`src/rtl/uart_tx_if.sv`:
```
`default_nettype none
// ============================================================================
// Module      : uart_tx_if
// Description : Byte-level valid/ready handshake into the UART transmitter.
// Revision    : 1.0 - initial release
// ============================================================================
interface uart_tx_if;
    logic [7:0] tx_data;
    logic       tx_valid;
    logic       tx_ready;

    modport master (output tx_data, output tx_valid, input  tx_ready);
    modport slave  (input  tx_data, input  tx_valid, output tx_ready);
endinterface
`default_nettype wire

```
`src/rtl/uart_tx.sv`:
```
`default_nettype none
// ============================================================================
// Module      : uart_tx
// Description : UART serializer with a one-entry holding register, 5-8 data
//               bits LSB first, optional parity and one or two stop bits.
// Revision    : 1.0 - initial release
// ============================================================================
module uart_tx (
    input  wire         clk_i,
    input  wire         rst_i,
    input  wire         cfg_en_i,
    input  wire  [15:0] cfg_div_i,
    input  wire         cfg_parity_en_i,
    input  wire  [1:0]  cfg_parity_sel_i,
    input  wire  [1:0]  cfg_bits_i,
    input  wire         cfg_stop_bits_i,
    uart_tx_if.slave    tx_if,
    output logic        tx_o,
    output logic        busy_o
);

    typedef enum logic [2:0] {
        S_IDLE   = 3'd0,
        S_START  = 3'd1,
        S_DATA   = 3'd2,
        S_PARITY = 3'd3,
        S_STOP   = 3'd4
    } state_t;

    state_t      r_state;
    state_t      w_state_nxt;
    logic        r_hold_valid;
    logic [7:0]  r_hold_data;
    logic [7:0]  r_shift;
    logic [7:0]  w_shift_nxt;
    logic [15:0] r_baud;
    logic [2:0]  r_bit_cnt;
    logic [2:0]  w_bit_cnt_nxt;
    logic        r_xor;
    logic        w_xor_nxt;
    logic        r_tx;
    logic        w_tx_nxt;
    logic [1:0]  r_bits;
    logic        r_par_en;
    logic [1:0]  r_par_sel;
    logic        r_stop2;

    logic        w_bit_done;
    logic        w_last_data;
    logic        w_final_stop;
    logic        w_load;
    logic        w_accept;

    // >= rather than == so a live divider shrink cannot strand the counter
    assign w_bit_done   = (r_state != S_IDLE) && (r_baud >= cfg_div_i);
    assign w_last_data  = (r_bit_cnt == {1'b1, r_bits});
    assign w_final_stop = (r_state == S_STOP) && w_bit_done && (!r_stop2 || r_bit_cnt[0]);
    assign w_load       = r_hold_valid && ((r_state == S_IDLE) || w_final_stop);

    assign tx_if.tx_ready = cfg_en_i && !r_hold_valid && !rst_i;
    assign w_accept       = tx_if.tx_valid && tx_if.tx_ready;

    assign tx_o   = r_tx;
    assign busy_o = (r_state != S_IDLE);

    always_comb begin
        w_state_nxt   = r_state;
        w_shift_nxt   = r_shift;
        w_bit_cnt_nxt = r_bit_cnt;
        w_xor_nxt     = r_xor;
        w_tx_nxt      = 1'b1;

        case (r_state)
            S_IDLE: begin
                if (w_load) begin
                    w_state_nxt = S_START;
                    w_shift_nxt = r_hold_data;
                    w_xor_nxt   = 1'b0;
                end
            end
            S_START: begin
                if (w_bit_done) begin
                    w_state_nxt   = S_DATA;
                    w_bit_cnt_nxt = 3'd0;
                end
            end
            S_DATA: begin
                if (w_bit_done) begin
                    w_xor_nxt   = r_xor ^ r_shift[0];
                    w_shift_nxt = {1'b0, r_shift[7:1]};
                    if (w_last_data) begin
                        w_state_nxt   = r_par_en ? S_PARITY : S_STOP;
                        w_bit_cnt_nxt = 3'd0;
                    end else begin
                        w_bit_cnt_nxt = r_bit_cnt + 3'd1;
                    end
                end
            end
            S_PARITY: begin
                if (w_bit_done) begin
                    w_state_nxt   = S_STOP;
                    w_bit_cnt_nxt = 3'd0;
                end
            end
            S_STOP: begin
                if (w_bit_done) begin
                    if (w_final_stop) begin
                        if (w_load) begin
                            w_state_nxt = S_START;
                            w_shift_nxt = r_hold_data;
                            w_xor_nxt   = 1'b0;
                        end else begin
                            w_state_nxt = S_IDLE;
                        end
                        w_bit_cnt_nxt = 3'd0;
                    end else begin
                        w_bit_cnt_nxt = 3'd1;
                    end
                end
            end
            default: begin
                w_state_nxt = S_IDLE;
            end
        endcase

        // Line level for the state being entered, so tx_o stays a flop output
        case (w_state_nxt)
            S_START:  w_tx_nxt = 1'b0;
            S_DATA:   w_tx_nxt = w_shift_nxt[0];
            S_PARITY: begin
                case (r_par_sel)
                    2'b00:   w_tx_nxt = ~w_xor_nxt;
                    2'b01:   w_tx_nxt = w_xor_nxt;
                    2'b10:   w_tx_nxt = 1'b0;
                    default: w_tx_nxt = 1'b1;
                endcase
            end
            default:  w_tx_nxt = 1'b1;
        endcase
    end

    always_ff @(posedge clk_i) begin
        if (rst_i || !cfg_en_i) begin
            r_state      <= S_IDLE;
            r_hold_valid <= 1'b0;
            r_hold_data  <= 8'd0;
            r_shift      <= 8'd0;
            r_baud       <= 16'd0;
            r_bit_cnt    <= 3'd0;
            r_xor        <= 1'b0;
            r_tx         <= 1'b1;
            r_bits       <= 2'd0;
            r_par_en     <= 1'b0;
            r_par_sel    <= 2'd0;
            r_stop2      <= 1'b0;
        end else begin
            r_state   <= w_state_nxt;
            r_shift   <= w_shift_nxt;
            r_bit_cnt <= w_bit_cnt_nxt;
            r_xor     <= w_xor_nxt;
            r_tx      <= w_tx_nxt;

            if (w_bit_done || (r_state == S_IDLE)) begin
                r_baud <= 16'd0;
            end else begin
                r_baud <= r_baud + 16'd1;
            end

            if (w_load) begin
                r_hold_valid <= 1'b0;
                r_bits       <= cfg_bits_i;
                r_par_en     <= cfg_parity_en_i;
                r_par_sel    <= cfg_parity_sel_i;
                r_stop2      <= cfg_stop_bits_i;
            end else if (w_accept) begin
                r_hold_valid <= 1'b1;
                r_hold_data  <= tx_if.tx_data;
            end
        end
    end

endmodule
`default_nettype wire

```
`src/flat_wrapper.sv`:
```
// flat-port wrapper written by rule: the top's interface ports become plain ports
module uart_tx_flat 
  (clk_i, rst_i, cfg_en_i, cfg_div_i, cfg_parity_en_i, cfg_parity_sel_i, cfg_bits_i, cfg_stop_bits_i, tx_o, busy_o, tx_if_tx_data, tx_if_tx_valid, tx_if_tx_ready);
  uart_tx_if tx_if_i ();
  input  wire clk_i;
  input  wire rst_i;
  input  wire cfg_en_i;
  input  wire  [15:0] cfg_div_i;
  input  wire cfg_parity_en_i;
  input  wire  [1:0] cfg_parity_sel_i;
  input  wire  [1:0] cfg_bits_i;
  input  wire cfg_stop_bits_i;
  output logic tx_o;
  output logic busy_o;
  input wire logic [$bits(tx_if_i.tx_data)-1:0] tx_if_tx_data;
  input wire logic [$bits(tx_if_i.tx_valid)-1:0] tx_if_tx_valid;
  output wire logic [$bits(tx_if_i.tx_ready)-1:0] tx_if_tx_ready;
  assign tx_if_i.tx_data = tx_if_tx_data;
  assign tx_if_i.tx_valid = tx_if_tx_valid;
  assign tx_if_tx_ready = tx_if_i.tx_ready;
  uart_tx u_core (.clk_i(clk_i), .rst_i(rst_i), .cfg_en_i(cfg_en_i), .cfg_div_i(cfg_div_i), .cfg_parity_en_i(cfg_parity_en_i), .cfg_parity_sel_i(cfg_parity_sel_i), .cfg_bits_i(cfg_bits_i), .cfg_stop_bits_i(cfg_stop_bits_i), .tx_if(tx_if_i), .tx_o(tx_o), .busy_o(busy_o));
endmodule
```
`config.mk`:
```
export PLATFORM = sky130hd
export DESIGN_NAME = uart_tx_flat
export DESIGN_NICKNAME = d
export VERILOG_FILES = /design/src/rtl/uart_tx_if.sv /design/src/rtl/uart_tx.sv /design/src/flat_wrapper.sv
export SDC_FILE = /design/constraint.sdc
export NUM_CORES = 1
export LEC_CHECK = 0
export ABC_AREA = 0
export BUFFER_PORTS_ARGS = -buffer_cell sky130_fd_sc_hd__buf_2
export CORE_ASPECT_RATIO = 1.25
export CORE_UTILIZATION = 45
export DETAILED_ROUTE_END_ITERATION = 16
export PLACE_DENSITY = 0.68
export SLEW_MARGIN = 30
export SYNTH_ARGS = -nofsm -noshare
export SYNTH_HDL_FRONTEND = slang
export SYNTH_SLANG_ARGS = --single-unit
```
`constraint.sdc`:
```
create_clock -name clk_i -period 3.15 [get_ports clk_i]
set_input_delay 0.945 -clock clk_i [delete_from_list [all_inputs] [get_ports clk_i]]
set_output_delay 0.945 -clock clk_i [all_outputs]
set_load 0.01 [all_outputs]
```
==> qor.txt, run 1 <==
Status: finished clean
Die ar.: 6070 µm²
Clock buffer depth: 2
Initial antenna violation count: 0
Drt drc: 0
Vias in the first global route: 2177
Pleak: 0.00131 µW
First-pass GRT wire length: 9530 µm
Via count: 2245
Max-Cap Viols: 0
WL final: 5610 µm
CORE AREA: 5480 µm²
Synth top area share: 36.3%
TritonRoute pass-1 iters: 4
Critical path's top delay family: simple AND/OR/NAND/NOR gates
Tot Pwr: 1090 µW
Worst R2R Setup Slack: 0.43 ns
H-tree depth: 2
Sequential element share of the synthesized area: 36.3%
Synth Flop Type: dfxtp_1
Starting Density: 47.3%
Post-synth net total: 352
Crit-path max FO: 3
EDFF count, synth: 0
Global placement routability congestion: 0.803
Max_slew headroom: 59.3%
Dpl hpwl: 3980 µm
CP required: 3.35 ns
Final std cells w/o fill: 418
Critical path class: input port to flop
Share of layout cells above drive strength 1: 29.4%
Crit path capture type: flop
Post-placement cell area: 3020 µm²
Clk pin slew, worst setup/hold paths: 0.08 ns
Avg WL per Cell: 13.4 µm
Crit path launch type: input port
Crit path cell chain: buf_6 > inv_2 > ha_4 > nand4_1 > or3_1 > or4_4 > buf_6 > a311oi_4 > a211oi_2 > a41oi_2 > xor2_1 > o311ai_1
Global Route Usage Sum: 19.5%
Final instance area: 3300 µm²
#FFs+latches synth: 47
Layout fillers: 475
Pins Over Slew Limit: 0
Clock latency on the worst-skew pair: 0.30 ns
Synthesis warning total: 0
Buffers on Ports: 36
Crit path time final: 3.06 ns
CP arrival: 3.26 ns
Cell taking the most area after synthesis: dfxtp_1
Crit share post-route: 97.1%
Total clock sinks: 47
Register area: 941 µm²
Yosys cell types: 43
CTS tree: built
Setup tns final: 0 ns
Max stage delay on crit path: 0.44 ns
Die width: 69.9 µm
P per Cell Area: 329 nW/µm²
Vias per cell: 5.37
Mean Syn Cell Area: 8.64 µm²
Nets: 406
RSZ-0062 raised after global routing: true
TritonCTS Buffers: 5
Fmax: 0.327 GHz
Synth cell count leaders: nor2_1, dfxtp_1, inv_1
FF-to-FF path depth: 10
Gr ovfl total: 0
Num ports: 37
Slew @ Worst Pin: 0.610 ns
Die H: 86.8 µm
# hold bufs at CTS: 0
Root Driver: clkbuf_8
Max Clock Skew: 0.00769 ns
Initial DRC Count: 107
Ys async rst share: 0%
Peak VDD IR: 0.184 mV
Syn Inst Count: 300
Hold path depth: 1
Std cell rows: 30
Hold Vio Cnt, Final: 0
Core Util, Final: 60.2%
Largest net degree at the start of global routing: 28
Diode count: 0
Worst path bufs/invs: 3
Finish-stage setup viols: 0
Multi-input gate area: 1690 µm²
Hold Path Class: flop to flop
CP most frequent cell: buf_6
Routed Antenna Nets: 0
Most frequent cell after synthesis: nor2_1
Critical-path top delay cell: or4_4
Synth top area cells: dfxtp_1, ha_1, nor2_1, mux2i_1, xnor2_1
Crit. path cell count: 12
Area Overhead vs Synth: 27.2%
Placed Cells: 410
Syn Std Cell Area: 2590 µm²
[final timing paths]
kind | start | end
max | cfg_div_i[10] | u_core.tx_o
min | u_core.r_baud[0] | u_core.r_baud[0]
max reg2reg | u_core.r_baud[10] | u_core.tx_o
min reg2reg | u_core.r_baud[0] | u_core.r_baud[0]
[flip-flops by register name, indices dropped and copies added (netlist names), 2 cells and up]
signal	count
u_core.r_par_sel	2
u_core.r_state	3
u_core.r_hold_data	8
u_core.r_baud	16
u_core.r_shift	8
u_core.r_bits	2
u_core.r_bit_cnt	3
[power breakdown]
group / total, µW / switching, µW / leakage, µW / internal, µW
Clock: 368 / 196 / 0.0000470 / 172
Combinational: 114 / 52.8 / 0.000887 / 60.7
Sequential: 604 / 4.40 / 0.000380 / 600
Total: 1090 / 253 / 0.00131 / 833
[timing repair]
item	in CTS	in global routing
setup endpoints to repair	1	7
buffers inserted	1	0
resized for setup	6	26
pin swaps	6	5
[through the flow]
step                      hold slack [ns]  worst slack, ns
after floorplan                     0.426           -0.167
after global placement              0.448           -0.341
after detailed placement            0.458           -0.423
after CTS                           0.478         0.000137
after global routing                0.498          -0.0658
final                               0.483           0.0921
[layout make-up]
cell class | instances | area share (%)
clock buffer | 6 | 2.50
clock inverter | 1 | 0.152
inverter | 23 | 2.77
multi-input combinational | 219 | 51.2
sequential | 47 | 28.5
tap | 64 | 2.43
timing repair buffer | 58 | 12.4
[layout by cell type, fill, tap and decap left out, types with 2 or more instances in the layout]
master and n:
a21oi_1 14, a222oi_1 6, a31oi_1 2, and2_1 5, and3_1 4, buf_2 29
buf_4 19, buf_6 9, clkbuf_8 6, dfxtp_1 47, ha_1 10, ha_4 8
inv_1 15, inv_2 6, inv_4 2, mux2_2 6, mux2i_1 15, nand2_1 7
nand2b_1 7, nand3_1 14, nand4_1 4, nor2_1 53, nor2b_1 8, nor3_1 4
o21ai_0 9, o21ai_2 2, o21ai_4 2, or3_1 2, xnor2_1 11, xor2_1 6
[metal layers]
layer,wire [µm],share of wire (%),global-route usage [%],vias up
met5,0,0,0,-
met1,2420,43,21.7,1046
met2,2920,52,35.8,36
met4,99,1.8,8.36,0
met3,168,3.0,4.07,9
li1,-,-,-,1154
[logic make-up after synthesis]
family / Yosys count / synth area share (%)
adder cells (fa/ha/maj): 18 / 8.69
XOR/XNOR: 17 / 5.75
AO/OA/AOI/OAI: 49 / 14.4
buffers and inverters: 34 / 5.36
flip-flops: 47 / 36.3
multiplexers: 21 / 8.40
AND/OR/NAND/NOR: 114 / 21.1
Power figures use the tool's default switching activity.
==> inputs of run 2 (changes only) <==
- ABC_AREA: 0 -> 1
- PLACE_DENSITY: 0.68 -> 0.67
==> run 2 against run 1 <==
  * Design area is 4.8% lower
  * Combinational power down 17%
  * Critical path depth is 3 higher
  * Sequential power rose by 1%
  * Worst setup slack better by 0.51 ns
  * Global-route usage down 1.5 points
  * Critical path type unchanged
  * Critical endpoint unchanged
  * Largest power group unchanged
==> qor.txt, run 2 <==
Starting Density: 47.3% (about the same)
Crit path cell chain: buf_2 > inv_1 > ha_1 > a21oi_1 > o21ai_1 > a21oi_2 > nand2_4 > nand2_1 > o21ai_0 > nand2_1 > nand4_1 > nand2_1 > nand2_1 > inv_1 > nand2_1
Die ar.: 6520 µm² (+7.5%)
Num ports: 37 (unchanged)
Diode count: 0 (unchanged)
Worst path bufs/invs: 3 (unchanged)
H-tree depth: 2 (unchanged)
Hold Vio Cnt, Final: 0 (unchanged)
Gr ovfl total: 0 (unchanged)
Crit path launch type: input port
Final std cells w/o fill: 504 (+21%)
Post-synth net total: 436 (+24%)
Synth Flop Type: dfxtp_1
Hold Path Class: flop to flop
Clock latency on the worst-skew pair: 0.30 ns (about the same)
Area Overhead vs Synth: 12.5%
Critical path class: input port to flop
Slew @ Worst Pin: 0.713 ns (+0.104 ns)
Buffers on Ports: 36 (unchanged)
Crit path time final: 2.54 ns (-0.515 ns)
Via count: 2438 (+8.6%)
Synth top area share: 33.7% (-2.6 points)
Clock buffer depth: 2 (unchanged)
CTS tree: built
Vias per cell: 4.84 (-9.9%)
Synth top area cells: dfxtp_1, nand2_1, inv_1, ha_1, nor2_1
Avg WL per Cell: 10.6 µm (-21%)
EDFF count, synth: 0 (unchanged)
Busiest grt layer: met2
Number of post-CTS setup repair buffers: 0 (-1)
Max_slew headroom: 52.2% (-7.1 points)
CP most frequent cell: nand2_1
Status: finished clean
Commonest non-fill, non-tap cell in the layout: nand2_1
Max-Cap Viols: 0 (unchanged)
Met2 usage: 31.1% (-4.8 points)
First-pass GRT wire length: 9400 µm (-1.4%)
Crit-path max FO: 12 (+9)
Initial antenna violation count: 0 (unchanged)
Max reg flops: 16 (unchanged)
Yosys cell types: 42 (-2.3%)
Nets: 473 (+17%)
GRT met3 Usage: 4.04% (-0.034 points)
Biggest regs: u_core.r_baud (16), u_core.r_hold_data (8), u_core.r_shift (8)
Pleak: 0.00143 µW (+8.8%)
Ys async rst share: 0% (unchanged)
Synth cell count leaders: nand2_1, inv_1, dfxtp_1
Routing usage on met1: 21.4% (-0.34 points)
Drt drc: 0 (unchanged)
Post-CTS sizing: 0 (-6)
Layout fillers: 610 (+28%)
Critical path's top delay family: simple AND/OR/NAND/NOR gates
Placed Cells: 496 (+21%)
TritonCTS Buffers: 5 (unchanged)
Max stage delay on crit path: 0.31 ns (-0.13 ns)
Finish-stage setup viols: 0 (unchanged)
Die width: 72.4 µm (+3.7%)
RSZ-0062 raised after global routing: false
Total clock sinks: 47 (unchanged)
Clk pin slew, worst setup/hold paths: 0.09 ns (about the same)
Mean Syn Cell Area: 7.27 µm² (-16%)
Fmax: 0.393 GHz (+20%)
Setup tns final: 0 ns (unchanged)
Most frequent cells in the layout: nand2_1, inv_1, dfxtp_1
Peak VDD IR: 0.261 mV (+42%)
Global placement routability congestion: 0.895 (+11%)
Initial DRC Count: 71 (-34%)
Die H: 90.0 µm (+3.7%)
WL final: 5350 µm (-4.6%)
CP arrival: 2.74 ns (-0.52 ns)
Dpl hpwl: 4200 µm (+5.3%)
Syn Inst Count: 384 (+28%)
Share of layout cells above drive strength 1: 19.7% (-9.7 points)
Pins Over Slew Limit: 0 (unchanged)
Crit share post-route: 80.7% (-16 points)
Crit path capture type: flop
CP required: 3.35 ns (about the same)
# hold bufs at CTS: 0 (unchanged)
Routed Antenna Nets: 0 (unchanged)
TritonRoute pass-1 iters: 4 (unchanged)
CORE AREA: 5900 µm² (+7.6%)
Global Route Usage Sum: 18.0% (-1.5 points)
Std cell rows: 31 (+3.3%)
Sequential element share of the synthesized area: 33.7% (-2.6 points)
Cell taking the most area after synthesis: dfxtp_1
Max Clock Skew: 0.00615 ns (-0.00155 ns)
Root Driver: clkbuf_8
P per Cell Area: 347 nW/µm² (+5.3%)
#FFs+latches synth: 47 (unchanged)
Vias in the first global route: 2236 (+2.7%)
Top reg by flops: u_core.r_baud
Largest net degree at the start of global routing: 19 (-32%)
Synthesis warning total: 0 (unchanged)
Syn Std Cell Area: 2790 µm² (+7.7%)
Most frequent cell after synthesis: nand2_1
Critical-path top delay cell: ha_1
run 2: final timing paths:
path	slack [ns]	end	startpoint	cells after the start
worst max-delay path	0.61	u_core.tx_o	cfg_div_i[11]	15
worst min-delay path	0.47	u_core.r_shift[7]	u_core.r_shift[7]	2
worst max register to register	0.98	u_core.tx_o	u_core.r_baud[9]	13
worst min register to register	0.47	u_core.r_shift[7]	u_core.r_shift[7]	2
run 2: power breakdown:
part           total, µW  internal (µW)  switching (µW)
clock network        384            179             205
logic               94.8           41.2            53.6
registers            610            603            7.20
total               1090            823             265
run 2: area by class of cell:
type                            count  area [µm²]  share of cell area (%)
Clock inverter                      2        16.3                   0.518
Tap cell                           82         103                    3.27
Multi-Input combinational cell    260        1540                    49.1
Sequential cell                    47         941                    30.0
Timing Repair Buffer               38         195                    6.22
Inverter                           69         259                    8.25
Clock buffer                        6        82.6                    2.63
run 2: layer usage:
metal  up-vias  wire [µm]
li1       1323          -
met1      1066       2490
met2        41       2600
met3         8        175
met4         0         89
met5         -          0
run 2: worst reg2reg max path, delay by kind of cell (launching register included):
family / cells / cell delay, ns
buffers and inverters: 1 / 0.05
DFF: 1 / 0.42
adders and majority gates: 1 / 0.27
AOI/OAI and AO/OA: 4 / 0.61
and+or+nand+nor: 7 / 0.73
run 2: cells by family (layout without fill, tap and decap cells):
| family | count (synthesis) | in the layout | synth area share [%] |
|---|---|---|---|
| buf+inv | 77 | 115 | 11.0 |
| simple gates | 164 | 164 | 30.0 |
| xor+xnor | 7 | 7 | 2.20 |
| flops | 47 | 47 | 33.7 |
| fa+ha+maj | 18 | 18 | 8.07 |
| compound gates | 71 | 71 | 15.0 |
run 2: through the flow:
stage          setup WS, ns  area, µm²  power [µW]  hold WS [ns]  utilization [%]
6_report              0.607       3140        1090         0.467             53.2
5_1_grt               0.439       3140        1150         0.500             53.2
4_1_cts               0.599       3140        1110         0.467             53.2
3_5_place_dp          0.280       3040         720         0.452             51.6
3_3_place_gp          0.334       3040         718         0.443             51.6
2_1_floorplan         0.528       2790         684         0.425                -
==> inputs of run 3 (changes only) <==
- PLACE_DENSITY: 0.67 -> default
- clock period: 3.15 -> 2.34 ns (I/O delays scaled with it)
==> run 3 against run 2 <==
  * Sequential power increased by 35%
  * Critical path depth is the same
  * Register-to-register slack worse by 0.72 ns
  * Combinational power increased by 42%
  * First-iteration DRC count is 21% lower
  * Sequential cell count stayed put
  * Clock power increased by 56%
  * Hold slack lost 0.0072 ns
  * Largest cell class unchanged
==> qor.txt, run 3 (synthesis results as in run 2) <==
Most frequent cells in the layout: nand2_1, inv_1, dfxtp_1
Gr ovfl total: 0 (unchanged)
Area Overhead vs Synth: 19.6%
Critical path class: input port to flop
Clk pin slew, worst setup/hold paths: 0.09 ns (about the same)
Pins Over Slew Limit: 0 (unchanged)
Std cell rows: 31 (unchanged)
Max-Cap Viols: 0 (unchanged)
Crit-path max FO: 8 (-4)
Global Route Usage Sum: 18.2% (+0.23 points)
Finish-stage setup viols: 0 (unchanged)
H-tree depth: 2 (unchanged)
Core Util, Final: 56.6% (+3.4 points)
P per Cell Area: 465 nW/µm² (+34%)
Hold Path Class: flop to flop
Total clock sinks: 47 (unchanged)
Drt drc: 0 (unchanged)
Largest net degree at the start of global routing: 19 (unchanged)
TritonCTS Buffers: 5 (unchanged)
Dpl hpwl: 4250 µm (+1.3%)
Routed Antenna Nets: 0 (unchanged)
Pleak: 0.00153 µW (+7.3%)
Biggest regs: u_core.r_baud (16), u_core.r_hold_data (8), u_core.r_shift (8)
Die H: 90.0 µm (unchanged)
Num ports: 37 (unchanged)
Crit share post-route: 92.1%
First-pass GRT wire length: 9530 µm (+1.4%)
Layout fillers: 572 (-6.2%)
Slew @ Worst Pin: 0.474 ns (-0.240 ns)
Crit path capture type: flop
Max reg flops: 16 (unchanged)
Starting Density: 47.3% (unchanged)
Via count: 2479 (+1.7%)
Root Driver: clkbuf_8
WL final: 5590 µm (+4.5%)
Vias per cell: 4.77 (-1.4%)
Crit path time final: 2.16 ns
TritonRoute pass-1 iters: 4 (unchanged)
Multi-input gate area: 1610 µm² (+4.5%)
Initial DRC Count: 56 (-21%)
Clock buffer depth: 2 (unchanged)
Die width: 72.4 µm (unchanged)
Diode count: 0 (unchanged)
CP required: 2.55 ns (-0.80 ns)
Peak VDD IR: 0.309 mV (+19%)
Max Clock Skew: 0.0129 ns (+0.00679 ns)
RSZ-0062 raised after global routing: true
Top reg by flops: u_core.r_baud
Register area: 941 µm² (unchanged)
Hold Vio Cnt, Final: 0 (unchanged)
Commonest non-fill, non-tap cell in the layout: nand2_1
Share of layout cells above drive strength 1: 24.2% (+4.5 points)
Max_slew headroom: 68.3% (+16 points)
Tot Pwr: 1550 µW (+43%)
Vias in the first global route: 2261 (+1.1%)
Nets: 489 (+3.4%)
Status: finished clean
Fmax: 0.464 GHz
CTS tree: built
CP arrival: 2.36 ns (-0.38 ns)
Initial antenna violation count: 0 (unchanged)
Buffers on Ports: 36 (unchanged)
Global placement routability congestion: 0.826 (-7.7%)
CORE AREA: 5900 µm² (unchanged)
Avg WL per Cell: 10.7 µm (+1.2%)
Crit path launch type: input port
# hold bufs at CTS: 0 (unchanged)
Die ar.: 6520 µm² (unchanged)
Clock latency on the worst-skew pair: 0.30 ns (about the same)
[run 3: cell count changes in the layout (fill, tap and decap cells not counted), moves of 2 or more]
cell / delta
a21oi_1: -2
ha_1: -3
buf_4: +14
a21oi_2: +2
nand2_4: +2
ha_4: +3
[run 3: area by class of cell]
cell class                 count  share of cell area [%]
clock buffer                   5                    2.06
multi-input combinational    261                    48.3
sequential                    47                    28.2
tap                           82                    3.07
clock inverter                 3                    1.31
timing repair buffer          53                    9.33
inverter                      69                    7.76
[run 3: path summary, 6_finish.rpt]
path,start,endpoint,slack (ns),cells after the start
worst min register to register,u_core.r_shift[7],u_core.r_shift[7],0.46,2
worst max register to register,u_core.r_baud[9],u_core.tx_o,0.26,13
worst max-delay path,cfg_div_i[11],u_core.tx_o,0.18,15
worst min-delay path,u_core.r_shift[7],u_core.r_shift[7],0.46,2
[run 3: repair_timing]
action / CTS / global route
setup buffers: 0 / 2
endpoints found under the setup margin: 0 / 8
gates resized for setup: 0 / 10
[run 3: through the flow]
stage	std cells	hold slack (ns)	instance area, µm²	setup TNS (ns)	setup WS [ns]
after CTS	517	0.465	3250	0	0.122
after global placement	509	0.446	3140	-2.22	-0.188
after detailed placement	509	0.448	3140	-2.74	-0.208
after floorplan	384	0.425	2790	0	0.130
final	520	0.459	3340	0	0.184
after global routing	520	0.491	3340	-0.0249	-0.0249
[run 3: layer usage]
metal	wire length [µm]	vias to the layer above	track usage (%)	part of all wire, %
li1	-	1346	-	-
met1	2500	1073	21.5	45
met2	2730	46	31.5	49
met3	193	14	3.48	3.5
met4	165	0	7.84	3.0
met5	0	-	0	0
[run 3: worst max-delay path: stages]
cell,delay [ns]
buf_2,0.09
inv_1,0.09
ha_4,0.21
a21oi_1,0.11
o21ai_1,0.09
a21oi_2,0.27
nand2_4,0.13
nand2_4,0.11
nand2_4,0.09
nand2_1,0.08
nand4_1,0.13
nand2_1,0.10
nand2_1,0.05
inv_1,0.04
nand2_1,0.04
[run 3: report_power, final]
group / internal [µW] / total [µW] / switching, µW
sequential: 812 / 821 / 9.30
clock: 318 / 598 / 279
combinational: 59.7 / 135 / 75.1
